**config.mk**
```make
export PLATFORM = sky130hd
export DESIGN_NAME = bj_cmd_sequencer
export DESIGN_NICKNAME = d
export VERILOG_FILES = /design/src/rtl/bj_pkg.sv /design/src/rtl/bj_btn_filter.sv /design/src/rtl/bj_cmd_sequencer.sv
export SDC_FILE = /design/constraint.sdc
export NUM_CORES = 1
export LEC_CHECK = 0
export CAP_MARGIN = 10
export CORE_ASPECT_RATIO = 0.8
export CORE_UTILIZATION = 57
export CTS_BUF_LIST = sky130_fd_sc_hd__clkbuf_16
export DETAILED_ROUTE_END_ITERATION = 10
export GPL_TIMING_DRIVEN = 0
export PLACE_DENSITY_LB_ADDON = 0.12
export SYNTH_ARGS = -nofsm -noshare
export SYNTH_HDL_FRONTEND = slang
export SYNTH_SLANG_ARGS = --single-unit
```
**constraint.sdc**
```tcl
create_clock -name clk -period 4.2 [get_ports clk]
set_input_delay 0.84 -clock clk [delete_from_list [all_inputs] [get_ports clk]]
set_output_delay 0.84 -clock clk [all_outputs]
set_load 0.01 [all_outputs]
```
**src/rtl/bj_pkg.sv**
```systemverilog
// Command codes, sequencer FSM states and the shared arbitration helpers
// for the blackjack button front end.
package bj_pkg;

    typedef enum logic [2:0] {
        CMD_NONE   = 3'd0,
        CMD_HIT    = 3'd1,
        CMD_STAND  = 3'd2,
        CMD_DOUBLE = 3'd3,
        CMD_START  = 3'd4
    } cmd_e;

    typedef enum logic [1:0] {
        ST_IDLE  = 2'd0,
        ST_SEED  = 2'd1,
        ST_ISSUE = 2'd2,
        ST_GAP   = 2'd3
    } seq_state_e;

    // Bit positions inside every per-button vector (raw, rise, pending, pulse).
    localparam int N_BTN      = 4;
    localparam int BTN_HIT    = 0;
    localparam int BTN_STAND  = 1;
    localparam int BTN_DOUBLE = 2;
    localparam int BTN_START  = 3;

    function automatic cmd_e pick_winner(input logic [N_BTN-1:0] pend);
        cmd_e winner;
        winner = CMD_NONE;
        if (pend[BTN_START])       winner = CMD_START;
        else if (pend[BTN_STAND])  winner = CMD_STAND;
        else if (pend[BTN_DOUBLE]) winner = CMD_DOUBLE;
        else if (pend[BTN_HIT])    winner = CMD_HIT;
        return winner;
    endfunction

    function automatic logic [N_BTN-1:0] cmd_mask(input cmd_e cmd);
        logic [N_BTN-1:0] mask;
        mask = '0;
        case (cmd)
            CMD_HIT:    mask[BTN_HIT]    = 1'b1;
            CMD_STAND:  mask[BTN_STAND]  = 1'b1;
            CMD_DOUBLE: mask[BTN_DOUBLE] = 1'b1;
            CMD_START:  mask[BTN_START]  = 1'b1;
            default:    mask = '0;
        endcase
        return mask;
    endfunction

endpackage

```
**src/rtl/bj_btn_filter.sv**
```systemverilog
// One button lane: 2-FF synchroniser, optional debounce (BJ_DEBOUNCE_EN), rising-edge detect.
// Without BJ_DEBOUNCE_EN the filtered level is the synchronised level and DB_CYCLES is unused.
module bj_btn_filter #(
    parameter int DB_CYCLES = 16
) (
    input  logic clk,
    input  logic rst,
    input  logic i_btn,
    output logic o_level,
    output logic o_rise
);

    logic [1:0] r_sync;
    logic       r_level_d;
    logic       w_level;

    // NOTE: r_sync[0] may go metastable; only r_sync[1] is allowed to fan out.
    always_ff @(posedge clk or posedge rst) begin
        if (rst) r_sync <= '0;
        else     r_sync <= {r_sync[0], i_btn};
    end

`ifdef BJ_DEBOUNCE_EN
    localparam int CNT_W = $clog2(DB_CYCLES + 1);

    logic [CNT_W-1:0] r_db_cnt;
    logic             r_level;

    // Counts consecutive samples that disagree with the filtered level.
    always_ff @(posedge clk or posedge rst) begin
        if (rst) begin
            r_db_cnt <= '0;
            r_level  <= 1'b0;
        end else if (r_sync[1] == r_level) begin
            r_db_cnt <= '0;
        end else if (r_db_cnt == CNT_W'(DB_CYCLES - 1)) begin
            r_level  <= r_sync[1];
            r_db_cnt <= '0;
        end else begin
            r_db_cnt <= r_db_cnt + 1'b1;
        end
    end

    assign w_level = r_level;
`else
    assign w_level = r_sync[1];
`endif

    always_ff @(posedge clk or posedge rst) begin
        if (rst) r_level_d <= 1'b0;
        else     r_level_d <= w_level;
    end

    assign o_level = w_level;
    assign o_rise  = w_level & ~r_level_d;

endmodule

```
**src/rtl/bj_cmd_sequencer.sv**
```systemverilog
// Turns four raw player buttons into one-at-a-time command pulses for blackjack_core and
// seeds the core RNG before the first START. BJ_DEBOUNCE_EN enables per-button debounce.
module bj_cmd_sequencer #(
    parameter int DB_CYCLES = 16,
    parameter int CMD_GAP   = 4,
    parameter int SEED_W    = 16
) (
    input  logic              clk,
    input  logic              rst,
    input  logic              btn_hit_i,
    input  logic              btn_stand_i,
    input  logic              btn_double_i,
    input  logic              btn_start_i,
    input  logic              core_busy,
    output logic              btn_hit,
    output logic              btn_stand,
    output logic              btn_double,
    output logic              btn_start,
    output logic              rng_load,
    output logic [SEED_W-1:0] rng_seed,
    output logic              cmd_dropped,
    output logic [2:0]        last_cmd
);
    import bj_pkg::*;

    if (CMD_GAP < 1 || CMD_GAP > 255) begin : g_bad_cmd_gap
        $error("bj_cmd_sequencer: CMD_GAP must lie in 1..255");
    end
    if (DB_CYCLES < 1) begin : g_bad_db_cycles
        $error("bj_cmd_sequencer: DB_CYCLES must be at least 1");
    end

    // The IDLE arbitration cycle is the last of the CMD_GAP quiet cycles between pulses.
    localparam int GAP_LEN = (CMD_GAP > 1) ? CMD_GAP - 1 : 1;

    logic [N_BTN-1:0]  w_raw;
    logic [N_BTN-1:0]  w_rise;
    logic [N_BTN-1:0]  w_level_unused;
    logic [N_BTN-1:0]  w_clr;
    logic [N_BTN-1:0]  w_stale;
    logic [N_BTN-1:0]  w_drop;
    logic              w_leave;
    cmd_e              w_winner;
    logic [4:0]        w_drop_total;
    logic [SEED_W-1:0] w_seed;

    logic [N_BTN-1:0]  r_pend;
    logic [3:0]        r_drop_debt;
    logic              r_cmd_dropped;
    logic [SEED_W-1:0] r_entropy;
    seq_state_e        r_state;
    cmd_e              r_win;
    cmd_e              r_last_cmd;
    logic              r_seed_loaded;
    logic [7:0]        r_gap_cnt;
    logic [N_BTN-1:0]  r_btn;
    logic              r_rng_load;
    logic [SEED_W-1:0] r_rng_seed;

    assign w_raw = {btn_start_i, btn_double_i, btn_stand_i, btn_hit_i};

    for (genvar g = 0; g < N_BTN; g++) begin : g_filter
        bj_btn_filter #(.DB_CYCLES(DB_CYCLES)) u_filter (
            .clk    (clk),
            .rst    (rst),
            .i_btn  (w_raw[g]),
            .o_level(w_level_unused[g]),
            .o_rise (w_rise[g])
        );
    end

    assign w_winner = pick_winner(r_pend);
    assign w_leave  = (r_state == ST_IDLE) && (r_pend != '0) && !core_busy;

    // NOTE: every always_comb output gets a default first so no path can infer a latch.
    always_comb begin
        w_clr   = '0;
        w_stale = '0;
        if (w_leave) begin
            w_clr = cmd_mask(w_winner);
            if (w_winner == CMD_START) w_stale = r_pend & ~cmd_mask(CMD_START);
        end
    end

    // Coalesced presses plus stale moves discarded by START; a same-cycle press always survives.
    assign w_drop       = (w_rise & r_pend & ~(w_clr | w_stale)) | w_stale;
    assign w_drop_total = 5'(r_drop_debt) + 5'($countones(w_drop));

    always_ff @(posedge clk or posedge rst) begin
        if (rst) r_pend <= '0;
        else     r_pend <= (r_pend & ~(w_clr | w_stale)) | w_rise;
    end

    // Several drops in one cycle are paid out as one pulse per cycle from a small debt counter.
    always_ff @(posedge clk or posedge rst) begin
        if (rst) begin
            r_drop_debt   <= '0;
            r_cmd_dropped <= 1'b0;
        end else begin
            r_cmd_dropped <= (w_drop_total != 5'd0);
            if (w_drop_total == 5'd0)      r_drop_debt <= '0;
            else if (w_drop_total > 5'd16) r_drop_debt <= 4'd15;
            else                           r_drop_debt <= 4'(w_drop_total - 5'd1);
        end
    end

    always_ff @(posedge clk or posedge rst) begin
        if (rst) r_entropy <= '0;
        else     r_entropy <= r_entropy + 1'b1;
    end

    // The core LFSR locks up on an all-zero seed.
    assign w_seed = (r_entropy == '0) ? SEED_W'(1) : r_entropy;

    // NOTE: sequential state uses <= only, so every register samples pre-edge values.
    always_ff @(posedge clk or posedge rst) begin
        if (rst) begin
            r_state       <= ST_IDLE;
            r_win         <= CMD_NONE;
            r_last_cmd    <= CMD_NONE;
            r_seed_loaded <= 1'b0;
            r_gap_cnt     <= '0;
            r_btn         <= '0;
            r_rng_load    <= 1'b0;
            r_rng_seed    <= '0;
        end else begin
            r_btn      <= '0;
            r_rng_load <= 1'b0;
            case (r_state)
                ST_IDLE: begin
                    if (w_leave) begin
                        r_win <= w_winner;
                        if (w_winner == CMD_START && !r_seed_loaded) begin
                            r_state    <= ST_SEED;
                            r_rng_load <= 1'b1;
                            r_rng_seed <= w_seed;
                        end else begin
                            r_state    <= ST_ISSUE;
                            r_btn      <= cmd_mask(w_winner);
                            r_last_cmd <= w_winner;
                        end
                    end
                end
                ST_SEED: begin
                    r_seed_loaded <= 1'b1;
                    r_state       <= ST_ISSUE;
                    r_btn         <= cmd_mask(r_win);
                    r_last_cmd    <= r_win;
                end
                ST_ISSUE: begin
                    r_state   <= ST_GAP;
                    r_gap_cnt <= '0;
                end
                ST_GAP: begin
                    if (r_gap_cnt == 8'(GAP_LEN - 1)) r_state <= ST_IDLE;
                    else                              r_gap_cnt <= r_gap_cnt + 1'b1;
                end
                default: r_state <= ST_IDLE;
            endcase
        end
    end

    assign btn_hit     = r_btn[BTN_HIT];
    assign btn_stand   = r_btn[BTN_STAND];
    assign btn_double  = r_btn[BTN_DOUBLE];
    assign btn_start   = r_btn[BTN_START];
    assign rng_load    = r_rng_load;
    assign rng_seed    = r_rng_seed;
    assign cmd_dropped = r_cmd_dropped;
    assign last_cmd    = r_last_cmd;

endmodule

```
==> impl_metrics.yaml <==
timing:
  fin_crit_ps: 4020
  worst_pin_slew_ps: 906
  finClkSkew_ps: 4.59
  maxSlewHeadroom_pct: 39.6
  hold_viol: 0
  rsz0062_at_grt: "false"
  setup_viol: 0
  period_share_pct: 95.7
  final_max_slew_viol_count: 0
  max_freq_mhz: 249
logic_synthesis:
  syn_inst: 310
  synthDistinctLibCells: 50
  syn-cell-area_um2: 3370
  ys.flop_type: "dfrtp_1"
  synth_seq_cells: 75
  ys.warnings.count: 0
  avgSynthCellArea_um2: 10.9
  synth_fp_nets: 332
  ys_seq_area_share_pct: 55.6
  async_reset_ff_share_pct: 100
  synth_edf_count: 0
hold_path:
  hp-class: "reg2reg"
clocking:
  numCtsBuffers: 9
  holdBufCountCts: 0
  cts_root_buffer: "clkbuf_16"
  cts_tree: "yes"
  htree_levels: 3
  cts.sinks: 75
  cts.clk_slew.worst_paths_ps: 50
  clock_path_buffers: 2
  clk_latency_ps: 330
route:
  drc_errors: 0
  wl_per_cell_um: 14.8
  ant_nets: 0
  drt_iter0_drc: 127
  wl_um: 6500
  drtPass1Iterations: 4
  via_count: 2433
  via_per_inst: 5.54
pwr:
  intPower_mw: 2.00
  p_per_area_nw_per_um2: 706
  ir_drop_mv: 0.399
  p_sw_mw: 0.974
  seq_power_share_pct: 32.5
  switching_share_pct: 32.7
  clkPwrFrac_pct: 30.5
  p_leak_nw: 1.87
  power_frac_comb_pct: 37.0
place:
  place.gp.congestion: 0.931
  port_buffers: 31
  post-place-cells: 419
  hpwl_um: 4340
finish:
  antenna_cells: 0
  mostFrequentLayoutCells: "dfrtp_1 (75), nand2_1 (46), clkdlybuf4s50_1 (31)"
  nNetsFinal: 379
  final_common_cell: "dfrtp_1"
  fillers: 375
  seqCellArea_um2: 1880
  multi_input_area_um2: 1440
  final_cell_count_no_fill: 439
  drive_gt1_share_pct: 11.6
  fin_util_pct: 75.4
  syn_to_final_growth_pct: 24.9
floorplanning:
  coreArea_um2: 5590
  die_w_um: 88.0
  start_util_pct: 60.4
  fp.dieArea_um2: 6230
  io_pins: 32
  die-height_um: 70.8
  rows: 24
critical_path:
  cp_data_arrival_time_ps: 4240
  cp_top_family: "adder cells"
  endpoint_kind: "flop"
  cpMostUsedCell: "fa_2"
  path_cells: "clkdlybuf4s50_1, nor2b_4, o41ai_4, nand3b_1, a21boi_2, fa_1, fa_2, fa_2, inv_1, ha_2, nor4_2, nor3_1, and3_1"
  cp.buffers_inverters: 2
  required_ps: 4420
  worst_path_largest_cell_delay_ps: 580
  critical_path_class: "in2reg"
  worst_path_max_delay_cell: "fa_2"
  cp_max_fo: 5
  startpoint_type: "input port"
grt:
  antenna_found_initial: 0
  grt_start_max_net_pins: 76
  grt_pass1_wl_um: 11000
  grt_pass1_vias: 2382
  grtUsageTotal_pct: 23.7
  gr-total-overflow: 0
outcome:
  status: "finished clean"
job:
  drv_cap: 0
-- what timing repair did --
action,4_1_cts,5_1_grt
buffers inserted,0,5
endpoints found under the hold margin,0,0
pin swaps,0,3
setup endpoints to repair,5,4
resized for setup,5,6
-- cell usage after synthesis, types with 3 or more instances --
cell,number,share of area (%)
nor2b_1,5,0.93
ha_1,12,4.5
xor2_1,5,1.3
xnor2_1,11,2.9
a22o_1,9,2.3
dfrtp_1,75,56
nand2_1,46,5.1
nand2b_1,6,1.1
mux2_2,4,1.3
nor3_1,7,1.0
clkbuf_1,5,0.56
inv_1,18,2.0
a21oi_1,5,0.74
o21ai_0,19,2.8
fa_1,3,1.8
nand4_1,4,0.74
nor4_1,3,0.56
nor2_1,18,2.0
nand3_1,17,2.5
-- flip-flops by register name (all words and copies together) (netlist names) --
name and count:
cmd_dropped 1, g_filter.u_filter.r_level_d 4, g_filter.u_filter.r_sync 8, last_cmd 3
r_btn 4, r_drop_debt 4, r_entropy 16, r_gap_cnt 8
r_pend 4, r_seed_loaded 1, r_state 2, r_win 3
rng_load 1, rng_seed 16
-- final cells by class --
cell class	instances	area share, %
multi-input combinational	210	34.1
clock inverter	6	3.06
tap	78	2.32
buffer	6	0.624
clock buffer	9	5.35
timing repair buffer	36	8.26
sequential	75	44.6
inverter	19	1.75
-- layer usage --
layer  GRT usage (%)  vias to the layer above  routed length (um)
met1            33.9                     1185                3180
li1                -                     1174                   -
met5               0                        -                   0
met2            34.6                       65                2940
met3            6.30                        9                 292
met4            10.0                        0                  83
-- power groups by stage --
stage | clock network (mW) | registers (mW) | logic (mW)
floorplan | 0 | 0.968 | 0.713
global placement | 0 | 0.967 | 0.936
detailed placement | 0 | 0.974 | 0.979
CTS | 0.923 | 0.964 | 1.02
global route | 0.950 | 0.984 | 1.23
finish | 0.907 | 0.967 | 1.10
-- final timing paths --
kind / slack [ps] / depth (start not counted) / end / from
max: 180 / 13 / r_drop_debt[2]$_DFF_PP0_ / core_busy
max in group asynchronous: 2540 / 2 / rng_seed[2]$_DFFE_PP0P_ / rst
min in group asynchronous: 1060 / 2 / rng_seed[8]$_DFFE_PP0P_ / rst
min: 340 / 0 / g_filter[3].u_filter.r_sync[1]$_DFF_PP0_ / g_filter[3].u_filter.r_sync[0]$_DFF_PP0_
max reg2reg: 280 / 14 / r_drop_debt[2]$_DFF_PP0_ / r_state[1]$_DFFE_PP0P_
min reg2reg: 340 / 0 / g_filter[3].u_filter.r_sync[1]$_DFF_PP0_ / g_filter[3].u_filter.r_sync[0]$_DFF_PP0_
-- through the flow --
step	power [mW]	cell area, um^2	hold WS (ps)	worst slack, ps	TNS (ps)
2_1_floorplan	1.68	3370	331	263	0
3_3_place_gp	1.90	3780	335	-528	-2120
3_5_place_dp	1.95	3780	335	-657	-2720
4_1_cts	2.91	4150	347	5.79	0
5_1_grt	3.16	4210	359	41.1	0
6_report	2.98	4210	345	181	0
-- logic make-up after synthesis --
family	Yosys count	synth area share, %
XOR/XNOR	16	4.15
adder cells (fa/ha/maj)	15	6.23
AND/OR/NAND/NOR	117	16.4
flip-flops	75	55.6
multiplexers	6	1.97
AO/OA/AOI/OAI	56	12.7
buffers and inverters	25	2.89
No activity file was read; power rests on OpenSTA's default activity.
